[src/rtl/dct8_1d_engine.sv]
`default_nettype none
// +--------------------------------------------------------------------------+
// | dct8_1d_engine : serial-MAC 8-point orthonormal DCT-II with a start2/done2 |
// | handshake. Optional macro DCT_IDCT_EN adds port inv (transposed table).    |
// | Rev 1.0                                                                    |
// +--------------------------------------------------------------------------+
module dct8_1d_engine #(
   parameter int DW = 16,
   parameter int CW = 12,
   parameter int OW = 16
) (
   input  logic            clk,
   input  logic            rst,
   input  logic            start2,
`ifdef DCT_IDCT_EN
   input  logic            inv,
`endif
   input  logic [8*DW-1:0] x_in,
   output logic            done2,
   output logic            busy,
   output logic [8*OW-1:0] y_out
);

   localparam int AW = DW + CW + 3;
   localparam logic signed [AW-1:0] c_SAT_HI = AW'((64'sd1 <<< (OW-1)) - 64'sd1);
   localparam logic signed [AW-1:0] c_SAT_LO = ~c_SAT_HI;
   localparam logic signed [AW-1:0] c_RND    = AW'(64'sd1 <<< (CW-2));

   typedef enum logic [1:0] {
      IDLE = 2'd0,
      MAC  = 2'd1,
      DONE = 2'd2
   } state_t;

   // Table entries are held as Q1.11 cosine magnitudes folded into the first
   // quadrant, then rescaled to Q1.(CW-1).
   function automatic logic signed [CW-1:0] f_coef(input logic [2:0] k, input logic [2:0] n);
      logic [4:0]             a;
      logic                   neg;
      logic signed [12:0]     base;
      logic signed [CW+12:0]  scaled;
      a   = {1'b0, n, 1'b1} * {2'b00, k};
      neg = 1'b0;
      if (a > 5'd16) a = 5'd0 - a;
      if (a > 5'd8) begin
         a   = 5'd16 - a;
         neg = 1'b1;
      end
      case (a)
         5'd0:    base = 13'sd1024;
         5'd1:    base = 13'sd1004;
         5'd2:    base = 13'sd946;
         5'd3:    base = 13'sd851;
         5'd4:    base = 13'sd724;
         5'd5:    base = 13'sd569;
         5'd6:    base = 13'sd392;
         5'd7:    base = 13'sd200;
         default: base = 13'sd0;
      endcase
      if (k == 3'd0) base = 13'sd724;
      if (neg) base = -base;
      scaled = (CW+13)'(base) <<< CW;
      return CW'(scaled >>> 12);
   endfunction

   state_t                r_state;
   logic signed [DW-1:0]  r_x [8];
   logic signed [OW-1:0]  r_y [8];
   logic signed [AW-1:0]  r_acc;
   logic [2:0]            r_k;
   logic [2:0]            r_n;
`ifdef DCT_IDCT_EN
   logic                  r_inv;
`endif

   logic signed [DW-1:0]  w_x;
   logic signed [CW-1:0]  w_c;
   logic signed [AW-1:0]  w_prod;
   logic signed [AW-1:0]  w_sum;
   logic signed [AW-1:0]  w_rnd;
   logic signed [AW-1:0]  w_shr;
   logic signed [OW-1:0]  w_sat;
   logic [8*OW-1:0]       w_y_next;

   assign w_x = r_x[r_n];
`ifdef DCT_IDCT_EN
   assign w_c = r_inv ? f_coef(r_n, r_k) : f_coef(r_k, r_n);
`else
   assign w_c = f_coef(r_k, r_n);
`endif
   assign w_prod = AW'(w_x) * AW'(w_c);
   assign w_sum  = r_acc + w_prod;
   assign w_rnd  = w_sum + c_RND;
   assign w_shr  = w_rnd >>> (CW-1);

   always_comb begin
      w_sat = OW'(w_shr);
      if (w_shr > c_SAT_HI)      w_sat = OW'(c_SAT_HI);
      else if (w_shr < c_SAT_LO) w_sat = OW'(c_SAT_LO);
   end

   // Lane 7 is finished on the same edge that publishes the whole vector.
   always_comb begin
      w_y_next = '0;
      for (int i = 0; i < 8; i++) w_y_next[i*OW +: OW] = r_y[i];
      w_y_next[7*OW +: OW] = w_sat;
   end

   always_ff @(posedge clk) begin
      if (rst) begin
         r_state <= IDLE;
         done2   <= 1'b0;
         busy    <= 1'b0;
         y_out   <= '0;
         r_acc   <= '0;
         r_k     <= '0;
         r_n     <= '0;
`ifdef DCT_IDCT_EN
         r_inv   <= 1'b0;
`endif
         for (int i = 0; i < 8; i++) begin
            r_x[i] <= '0;
            r_y[i] <= '0;
         end
      end else begin
         case (r_state)
            IDLE: begin
               if (start2) begin
                  for (int i = 0; i < 8; i++) r_x[i] <= x_in[i*DW +: DW];
`ifdef DCT_IDCT_EN
                  r_inv   <= inv;
`endif
                  r_acc   <= '0;
                  r_k     <= '0;
                  r_n     <= '0;
                  busy    <= 1'b1;
                  r_state <= MAC;
               end
            end
            MAC: begin
               r_n <= r_n + 3'd1;
               if (r_n == 3'd7) begin
                  r_y[r_k] <= w_sat;
                  r_acc    <= '0;
                  r_k      <= r_k + 3'd1;
                  if (r_k == 3'd7) begin
                     y_out   <= w_y_next;
                     done2   <= 1'b1;
                     busy    <= 1'b0;
                     r_state <= DONE;
                  end
               end else begin
                  r_acc <= w_sum;
               end
            end
            DONE: begin
               if (!start2) begin
                  done2   <= 1'b0;
                  r_state <= IDLE;
               end
            end
            default: r_state <= IDLE;
         endcase
      end
   end

endmodule
`default_nettype wire

[config.mk]
export PLATFORM = sky130hd
export DESIGN_NAME = dct8_1d_engine
export DESIGN_NICKNAME = d
export VERILOG_FILES = /design/src/rtl/dct8_1d_engine.sv
export SDC_FILE = /design/constraint.sdc
export NUM_CORES = 1
export LEC_CHECK = 0
export BUFFER_PORTS_ARGS = -buffer_cell sky130_fd_sc_hd__buf_2
export CAP_MARGIN = 20
export CORE_AREA = 3 3 243 245
export DETAILED_ROUTE_END_ITERATION = 10
export DIE_AREA = 0 0 246 248
export GPL_TIMING_DRIVEN = 0
export PLACE_DENSITY_LB_ADDON = 0.1
export SETUP_SLACK_MARGIN = 0.5
export SYNTH_ARGS = -nofsm -noshare
export SYNTH_HDL_FRONTEND = slang
export SYNTH_SLANG_ARGS = --single-unit
[constraint.sdc]
create_clock -name clk -period 14.45 [get_ports clk]
set_input_delay 1.445 -clock clk [delete_from_list [all_inputs] [get_ports clk]]
set_output_delay 1.445 -clock clk [all_outputs]
set_load 0.05 [all_outputs]
---- Word-level counts from Yosys, hierarchy flattened ----
Memory sizes are Yosys's and may differ from the RTL's. A register that Yosys moved wholly into a read port is not among the register bits.
Index checks and enable logic that the tools add are counted.
W data, S select, Z words.
storage, ports and cells
  register bits ........................... 169
  memory bits (writable) .................. 256
  memory bits (read-only) ................. 88
  input bits .............................. 131
  output and inout port bits .............. 130
  logic and storage cells ................. 102
  memories kept ........................... 3
operators by class
  add/subtract/negate cells ............... 7
  $mul .................................... 2
  $lt $le $gt $ge ......................... 4
  eq/ne operators ......................... 8
  multiplexer cells ....................... 51
  bitwise gates (word level) .............. 8
  reduce and logical (&&, ||, !) cells .... 12
memories
  name              depth  bits a word  read ports  clocked after memory_dff  write ports  line  text
  r_x               8      16           1           1                         8            67    logic signed [DW-1:0] r_x [8];
  r_y               8      16           7           7                         8            68    logic signed [OW-1:0] r_y [8];
  (name not given)  8      11           1           0                         0            49    case (a)
operators by type and width
  cell                      number
  $mux W16                  11
  $mux W31                  2
  $pmux W31 S2              1
  $mux W12                  3
  $add A31 B12 Y31 const B  1
  $add A31 B28 Y31          1
  $mul A16 B12 Y28          1
  $gt A20 B16 Y1 const B    1
  $lt A20 B16 Y1 const B    1
  $mux W1                   18
  $reduce_or A16 Y1         1
  $mux W3                   5
  $neg A12 Y12              1
  $pmux W3 S2               2
  $reduce_and A4 Y1         3
  $mux W5                   2
  $mux W2                   4
  $ne A2 B2 Y1 const B      4
  $or A1 B1 Y1              8
  $add A3 B1 Y3 const B     2
  $eq A3 B3 Y1 const B      2
  $pmux W2 S3               1
  $reduce_and A3 Y1         2
  $gt A5 B4 Y1 const B      1
  11 further kinds          14

---- Logic depth before layout (Yosys ltp) ----
Gate-level depths: netlist of run 1.
  word-level depth ........................ 17
  depth in mapped cells ................... 59
  gate-level depth less buffers ........... 52

---- Worst setup path after synthesis of run 1 ----
No wires, ideal clock.
  path type ............................... reg-to-reg
  from .................................... register r_k[0]
  to ...................................... memory r_y[0][11], data pin
  arrival ................................. 12850 ps
  required time ........................... 14184 ps
  path slack .............................. 1334 ps
  stages on the path, launching flop included .. 55
  clock period less this slack ............ 13116 ps
  cells stage by stage .................... dfxtp_1 > buf_2 > clkbuf_1 > nand2_1 > fa_1 > inv_1 > ha_1 > fa_1 > xnor2_2 > xnor3_1 > nor2_1 > mux2_2 > inv_1 > ha_1 > clkbuf_1 > inv_1 > a21oi_1 > a211oi_4 > (+19 left out) > inv_1 > fa_1 > inv_1 > ha_1 > buf_2 > a21oi_2 > o21ai_1 > a22o_1 > a211oi_2 > and4bb_1 > nand4_2 > nor4_4 > mux2i_1 > a211oi_2 > buf_4 > buf_4 > a21oi_2 > nor2_1
RTL lines
  item                    line  text
  start, declared         70    logic [2:0] r_k;
  start signal, assigned  145   r_k <= r_k + 3'd1;
  end, declared           68

==> results of run 1 <==
-- flip-flops by register name, summed over array words and instances, names as in the netlist, 2 cells and up, named ones only --
signal and count:
r_y 112, r_k 3, r_acc 31, r_n 3
y_out 128, r_x 128, r_state 2
-- worst max path at each step --
stage                            end  slack [ps]   start  depth (start not counted)
after global placement     r_y[6][9]       -2100  r_k[0]                         51
after global routing      r_y[6][11]         460  r_k[1]                         52
after floorplan           r_y[0][11]        1330  r_k[0]                         54
after detailed placement  r_y[6][11]       -2020  r_k[0]                         52
after CTS                 r_y[6][11]         500  r_k[0]                         56
final                      r_y[6][9]        1090  r_k[0]                         52
-- cells by family (layout without fill, tap and decap cells) --
| kind of cell | count (synthesis) | in the layout | share of synthesized area (%) |
|---|---|---|---|
| XOR/XNOR | 54 | 54 | 2.03 |
| multiplexers | 56 | 56 | 3.86 |
| AO/OA/AOI/OAI | 332 | 332 | 8.06 |
| AND/OR/NAND/NOR | 933 | 933 | 16.8 |
| adder cells (fa/ha/maj) | 316 | 316 | 22.0 |
| other | 0 | 1 | 0 |
| flip-flops | 412 | 412 | 41.8 |
| buffers and inverters | 356 | 753 | 5.42 |
-- layout by cell type, fill, tap and decap left out, drive strengths merged, types with 11 or more instances in the layout --
cell type / instances
a211oi: 19
a21o: 11
a21oi: 169
a22oi: 35
and2: 131
buf: 338
clkbuf: 177
clkinv: 14
dfxtp: 172
edfxtp: 240
fa: 222
ha: 94
inv: 218
mux2: 16
mux4: 32
nand2: 410
nand2b: 15
nand3: 23
nand4: 11
nor2: 228
nor2b: 60
nor3: 20
o21ai: 46
xnor2: 36
xor2: 16
-- per-layer routing --
| layer | track usage (%) | routed length (um) | up-vias |
|---|---|---|---|
| met1 | 29.5 | 28900 | 9393 |
| met5 | 0 | 0 | - |
| li1 | - | - | 8848 |
| met4 | 6.91 | 2110 | 0 |
| met2 | 42.3 | 35700 | 550 |
| met3 | 2.93 | 3640 | 119 |
-- stage by stage --
stage	setup slack, ps	instances	hold slack [ps]
2_1_floorplan	1330	2459	457
3_3_place_gp	-2100	3483	438
3_5_place_dp	-2020	3493	442
4_1_cts	499	3604	449
5_1_grt	465	3622	466
6_report	1090	3622	447
-- cells in the mapped netlist (8+ instances only) --
cell / n / area [sq um]
nand2b_1: 15 / 93.8
mux2_2: 15 / 169
clkbuf_1: 114 / 428
a21o_1: 11 / 82.6
o21ai_1: 19 / 95.1
nand4_1: 10 / 62.6
mux4_2: 32 / 721
nand2_1: 410 / 1540
a21oi_1: 161 / 806
a211oi_1: 15 / 113
nor2_1: 228 / 856
a22oi_1: 35 / 263
inv_1: 215 / 807
nor3_1: 18 / 90.1
a21oi_2: 8 / 70.1
xnor2_1: 35 / 307
nor2b_1: 60 / 375
xor2_1: 15 / 131
o21ai_0: 24 / 120
nand3_1: 23 / 115
dfxtp_1: 172 / 3440
ha_1: 94 / 1180
edfxtp_1: 240 / 7210
and2_1: 131 / 820
fa_1: 222 / 4440
buf_2: 13 / 65.1
-- worst reg2reg max path, delay by kind of cell (launching register included) --
kind / cells / cell delay (ps)
fa+ha+maj: 11 / 4660
buf+inv: 16 / 2240
xor+xnor: 4 / 1040
simple gates: 11 / 2020
mux: 2 / 650
flops: 1 / 370
compound gates: 8 / 2120
-- cell type report --
class,count,area [sq um]
Antenna cell,1,2.50
Buffer,140,629
Clock buffer,63,1350
Clock inverter,22,272
Fill cell,5205,26900
Inverter,216,816
Multi-Input combinational cell,1691,14000
Sequential cell,412,10700
Tap cell,765,957
Timing Repair Buffer,312,1830
-- timing repair --
item / CTS / global route
gates cloned: 0 / 1
resized for setup: 66 / 60
hold endpoints to repair: 0 / 0
pin swaps: 16 / 18
setup buffers: 26 / 16
endpoints found under the setup margin: 133 / 128
==> impl_metrics.py, run 1 <==
metrics = {
    "sta": {
        "rsz0062_at_grt": "no",
        "finalHoldViolCount": 0,
        "period_share_pct": 92.5,
        "worst_slew_pin_slew_ps": 1100,
        "finalClockSkew_ps": 17.4,
        "final_max_slew_viol_count": 0,
        "min_period_ps": 13360,
        "maxSlewHeadroom_pct": 26.5,
        "setup_viol_count_final": 0,
        "max_freq_ghz": 0.0748,
        "timing.setup.tns_ps": 0,
    },
    "die": {
        "die_w_um": 246,
        "fp.dieH_um": 248,
        "fp-row-count": 88,
        "dieArea_sq_um": 61000,
        "start_util_pct": 44.4,
        "coreArea_sq_um": 57400,
        "io_pins": 261,
    },
    "placed_design": {
        "gp_congestion": 0.899,
        "dp_hpwl_um": 54600,
        "io_buffer_count": 259,
        "postPlaceCellArea_sq_um": 27900,
    },
    "flow_run": {
        "cap_violations": 0,
    },
    "logic_synthesis": {
        "syn_avg_cell_area_sq_um": 10.4,
        "synthFlopType": "edfxtp_1",
        "synth_area_sq_um": 25500,
        "syn_inst": 2459,
        "synth_edf_count": 240,
        "yosysUniqueCellTypes": 81,
        "yosys_warnings": 0,
        "ys_ff_latch": 412,
        "syn-num-nets": 2906,
        "async_reset_ff_share_pct": 0,
        "seq_area_frac_synth_pct": 41.8,
    },
    "grt": {
        "grt_use_total_pct": 23.4,
        "first_global_vias": 19600,
        "antenna_found_initial": 1,
        "grt_overflow": 0,
        "grt_pass1_wl_um": 110000,
        "grt_max_degree": 35,
    },
    "clock_network": {
        "insertion_delay_ps": 580,
        "cts_buffer_depth": 3,
        "h-tree-depth": 2,
        "cts_hold_buf": 0,
        "cts_tree": "done",
        "cts_buffers": 46,
        "root_buffer": "clkbuf_16",
        "clock_sinks": 412,
        "path_clk_slew_ps": 60,
    },
    "critical_path": {
        "crit_buf_inv": 16,
        "timing.rr.end": "r_y[6][9]",
        "critPathArrivalTime_ps": 13680,
        "reg2reg_from": "r_k[0]",
        "start_kind": "register",
        "crit_top_cell": "fa_1",
        "cp_slowest_cell": "fa_1",
        "critPathMaxStageDelay_ps": 570,
        "cp_max_fo": 10,
        "path_class": "register to register",
        "cpLargestDelayFamily": "adder cells",
        "crit_required_ps": 14770,
        "rr_worst_depth": 52,
        "r2r_setup_slack_ps": 1090,
        "cp-end-kind": "register",
    },
    "layout": {
        "final_util_pct": 53.2,
        "drive_gt1_share_pct": 19.2,
        "area_delta_synth_final_pct": 19.6,
        "fin_area_sq_um": 30500,
        "final_nets": 3266,
    },
    "detailed_routing": {
        "drtAntennaViolNets": 0,
        "wl_per_cell_um": 19.4,
        "drc_errors": 0,
        "wl_um": 70400,
        "drt_iter0_markers": 1118,
        "via_count": 18900,
        "viasPerCell": 5.22,
        "dr.pass1.iters": 5,
    },
    "worst_hold_path": {
        "hp-class": "register to register",
        "hold_end": "y_out[113]",
        "hold_depth": 2,
        "hold_path.startpoint": "y_out[113]",
    },
    "outcome": {
        "status": "finished clean",
    },
}
Power of run 1 is left out: the tool's default activity adds up to more than one toggle a clock period on the data nets, which glitch-free logic cannot reach.
==> inputs of run 2 (changes only) <==
--- a/config.mk
+++ b/config.mk
@@ -7,9 +7,9 @@
 export LEC_CHECK = 0
 export BUFFER_PORTS_ARGS = -buffer_cell sky130_fd_sc_hd__buf_2
 export CAP_MARGIN = 20
-export CORE_AREA = 3 3 243 245
+export CORE_AREA = 3 3 324 326
 export DETAILED_ROUTE_END_ITERATION = 10
-export DIE_AREA = 0 0 246 248
+export DIE_AREA = 0 0 327 329
 export GPL_TIMING_DRIVEN = 0
 export PLACE_DENSITY_LB_ADDON = 0.1
 export SETUP_SLACK_MARGIN = 0.5
==> impl_metrics.py, run 2 (synthesis gave the netlist of run 1 again) <==
metrics = {
    "die": {
        "io_pins": 261,
        "die_w_um": 327,
        "fp.dieH_um": 329,
        "coreArea_sq_um": 102000,
        "start_util_pct": 25.0,
        "dieArea_sq_um": 108000,
        "fp-row-count": 117,
    },
    "grt": {
        "grt_use_total_pct": 15.7,
        "grt_max_degree": 33,
        "grt_overflow": 0,
        "first_global_vias": 20300,
        "antenna_found_initial": 5,
        "grt_pass1_wl_um": 127000,
    },
    "clock_network": {
        "path_clk_slew_ps": 60,
        "root_buffer": "clkbuf_16",
        "h-tree-depth": 2,
        "clock_sinks": 412,
        "cts_tree": "done",
        "insertion_delay_ps": 620,
        "cts_buffers": 51,
        "cts_buffer_depth": 3,
    },
    "detailed_routing": {
        "dr.pass1.iters": 6,
        "drtAntennaViolNets": 0,
        "drt_iter0_markers": 924,
        "viasPerCell": 4.45,
        "drc_errors": 0,
        "wl_um": 84500,
        "wl_per_cell_um": 19.9,
        "via_count": 18900,
    },
    "sta": {
        "final_max_slew_viol_count": 0,
        "max_freq_ghz": 0.0752,
        "worst_slew_pin_slew_ps": 1050,
        "maxSlewHeadroom_pct": 29.2,
        "period_share_pct": 92.1,
        "setup_viol_count_final": 0,
        "min_period_ps": 13300,
        "hold_slack_ps": 448,
        "finalHoldViolCount": 0,
        "finalClockSkew_ps": 43.8,
        "setup_slack_ps": 1150,
        "rsz0062_at_grt": "no",
    },
    "layout": {
        "mostFrequentLayoutCell": "nand2_1",
        "area_delta_synth_final_pct": 24.2,
        "final_nets": 3283,
        "regArea_sq_um": 10700,
        "fin_area_sq_um": 31700,
        "final_cell_mix": "nand2_1 (408), buf_2 (270), edfxtp_1 (240)",
        "fill_cells": 10700,
        "largestRegisters": "r_x x128, y_out x128, r_y x112",
        "drive_gt1_share_pct": 20.1,
        "multi_input_area_sq_um": 14100,
    },
    "critical_path": {
        "cp-end-kind": "register",
        "crit_buf_inv": 18,
        "cpLargestDelayFamily": "adder cells",
        "cp_max_fo": 10,
        "start_kind": "register",
        "crit_top_cell": "inv_1",
        "critPathMaxStageDelay_ps": 610,
        "path_class": "register to register",
        "crit_required_ps": 14790,
        "cp_slowest_cell": "fa_2",
        "critPathArrivalTime_ps": 13640,
    },
    "worst_hold_path": {
        "hp-class": "register to register",
    },
    "placed_design": {
        "io_buffer_count": 259,
        "gp_congestion": 0.814,
        "dpl_worst_slack_ps": -2660,
        "dp_hpwl_um": 66400,
        "postPlaceCellArea_sq_um": 28600,
    },
    "flow_run": {
        "cap_violations": 0,
    },
    "outcome": {
        "status": "finished clean",
    },
}
[run 2: area by class of cell]
cell class,count,share of cell area [%]
Antenna cell,3,0.0237
Buffer,140,2.05
Clock buffer,71,4.52
Clock inverter,25,0.909
Inverter,216,2.58
Multi-Input combinational cell,1691,44.5
Sequential cell,412,33.6
Tap cell,1368,5.41
Timing Repair Buffer,324,6.33
[run 2: tightest hold or removal path, delay by kind of cell, from the launching register on]
| kind | cells | cell delay, ps |
|---|---|---|
| AOI/OAI and AO/OA | 1 | 50 |
| DFF | 1 | 300 |
| and+or+nand+nor | 1 | 50 |
[run 2: metrics by stage]
stage | std cells | util, % | setup TNS (ps)
5_1_grt | 4248 | 31.0 | 0
6_report | 4250 | 31.0 | 0
3_5_place_dp | 4094 | 28.1 | -296210
2_1_floorplan | 2459 | - | 0
4_1_cts | 4219 | 30.5 | 0
3_3_place_gp | 4086 | 27.9 | -291680
[run 2: final timing paths]
path              startpoint   endpoint  slack (ps)  cells past startpoint
setup / recovery      r_k[0]  r_y[1][8]        1150                     55
hold / removal     y_out[84]  y_out[84]         450                      2
setup reg to reg      r_k[0]  r_y[1][8]        1150                     55
hold reg to reg    y_out[84]  y_out[84]         450                      2
[run 2: per-layer routing]
metal | vias up | global-route usage [%] | share of wire [%]
met5 | - | 0 | 0
li1 | 8889 | - | -
met3 | 107 | 2.33 | 4.7
met4 | 0 | 4.72 | 2.9
met2 | 480 | 27.7 | 49
met1 | 9427 | 20.0 | 43
[run 2: timing repair]
item,4_1_cts,5_1_grt
gates resized for setup,77,76
hold buffers,0,0
setup buffers,29,27
pin swaps,20,30
gates cloned,0,1
setup endpoints to repair,142,128
Power of run 2 is left out for the same reason.
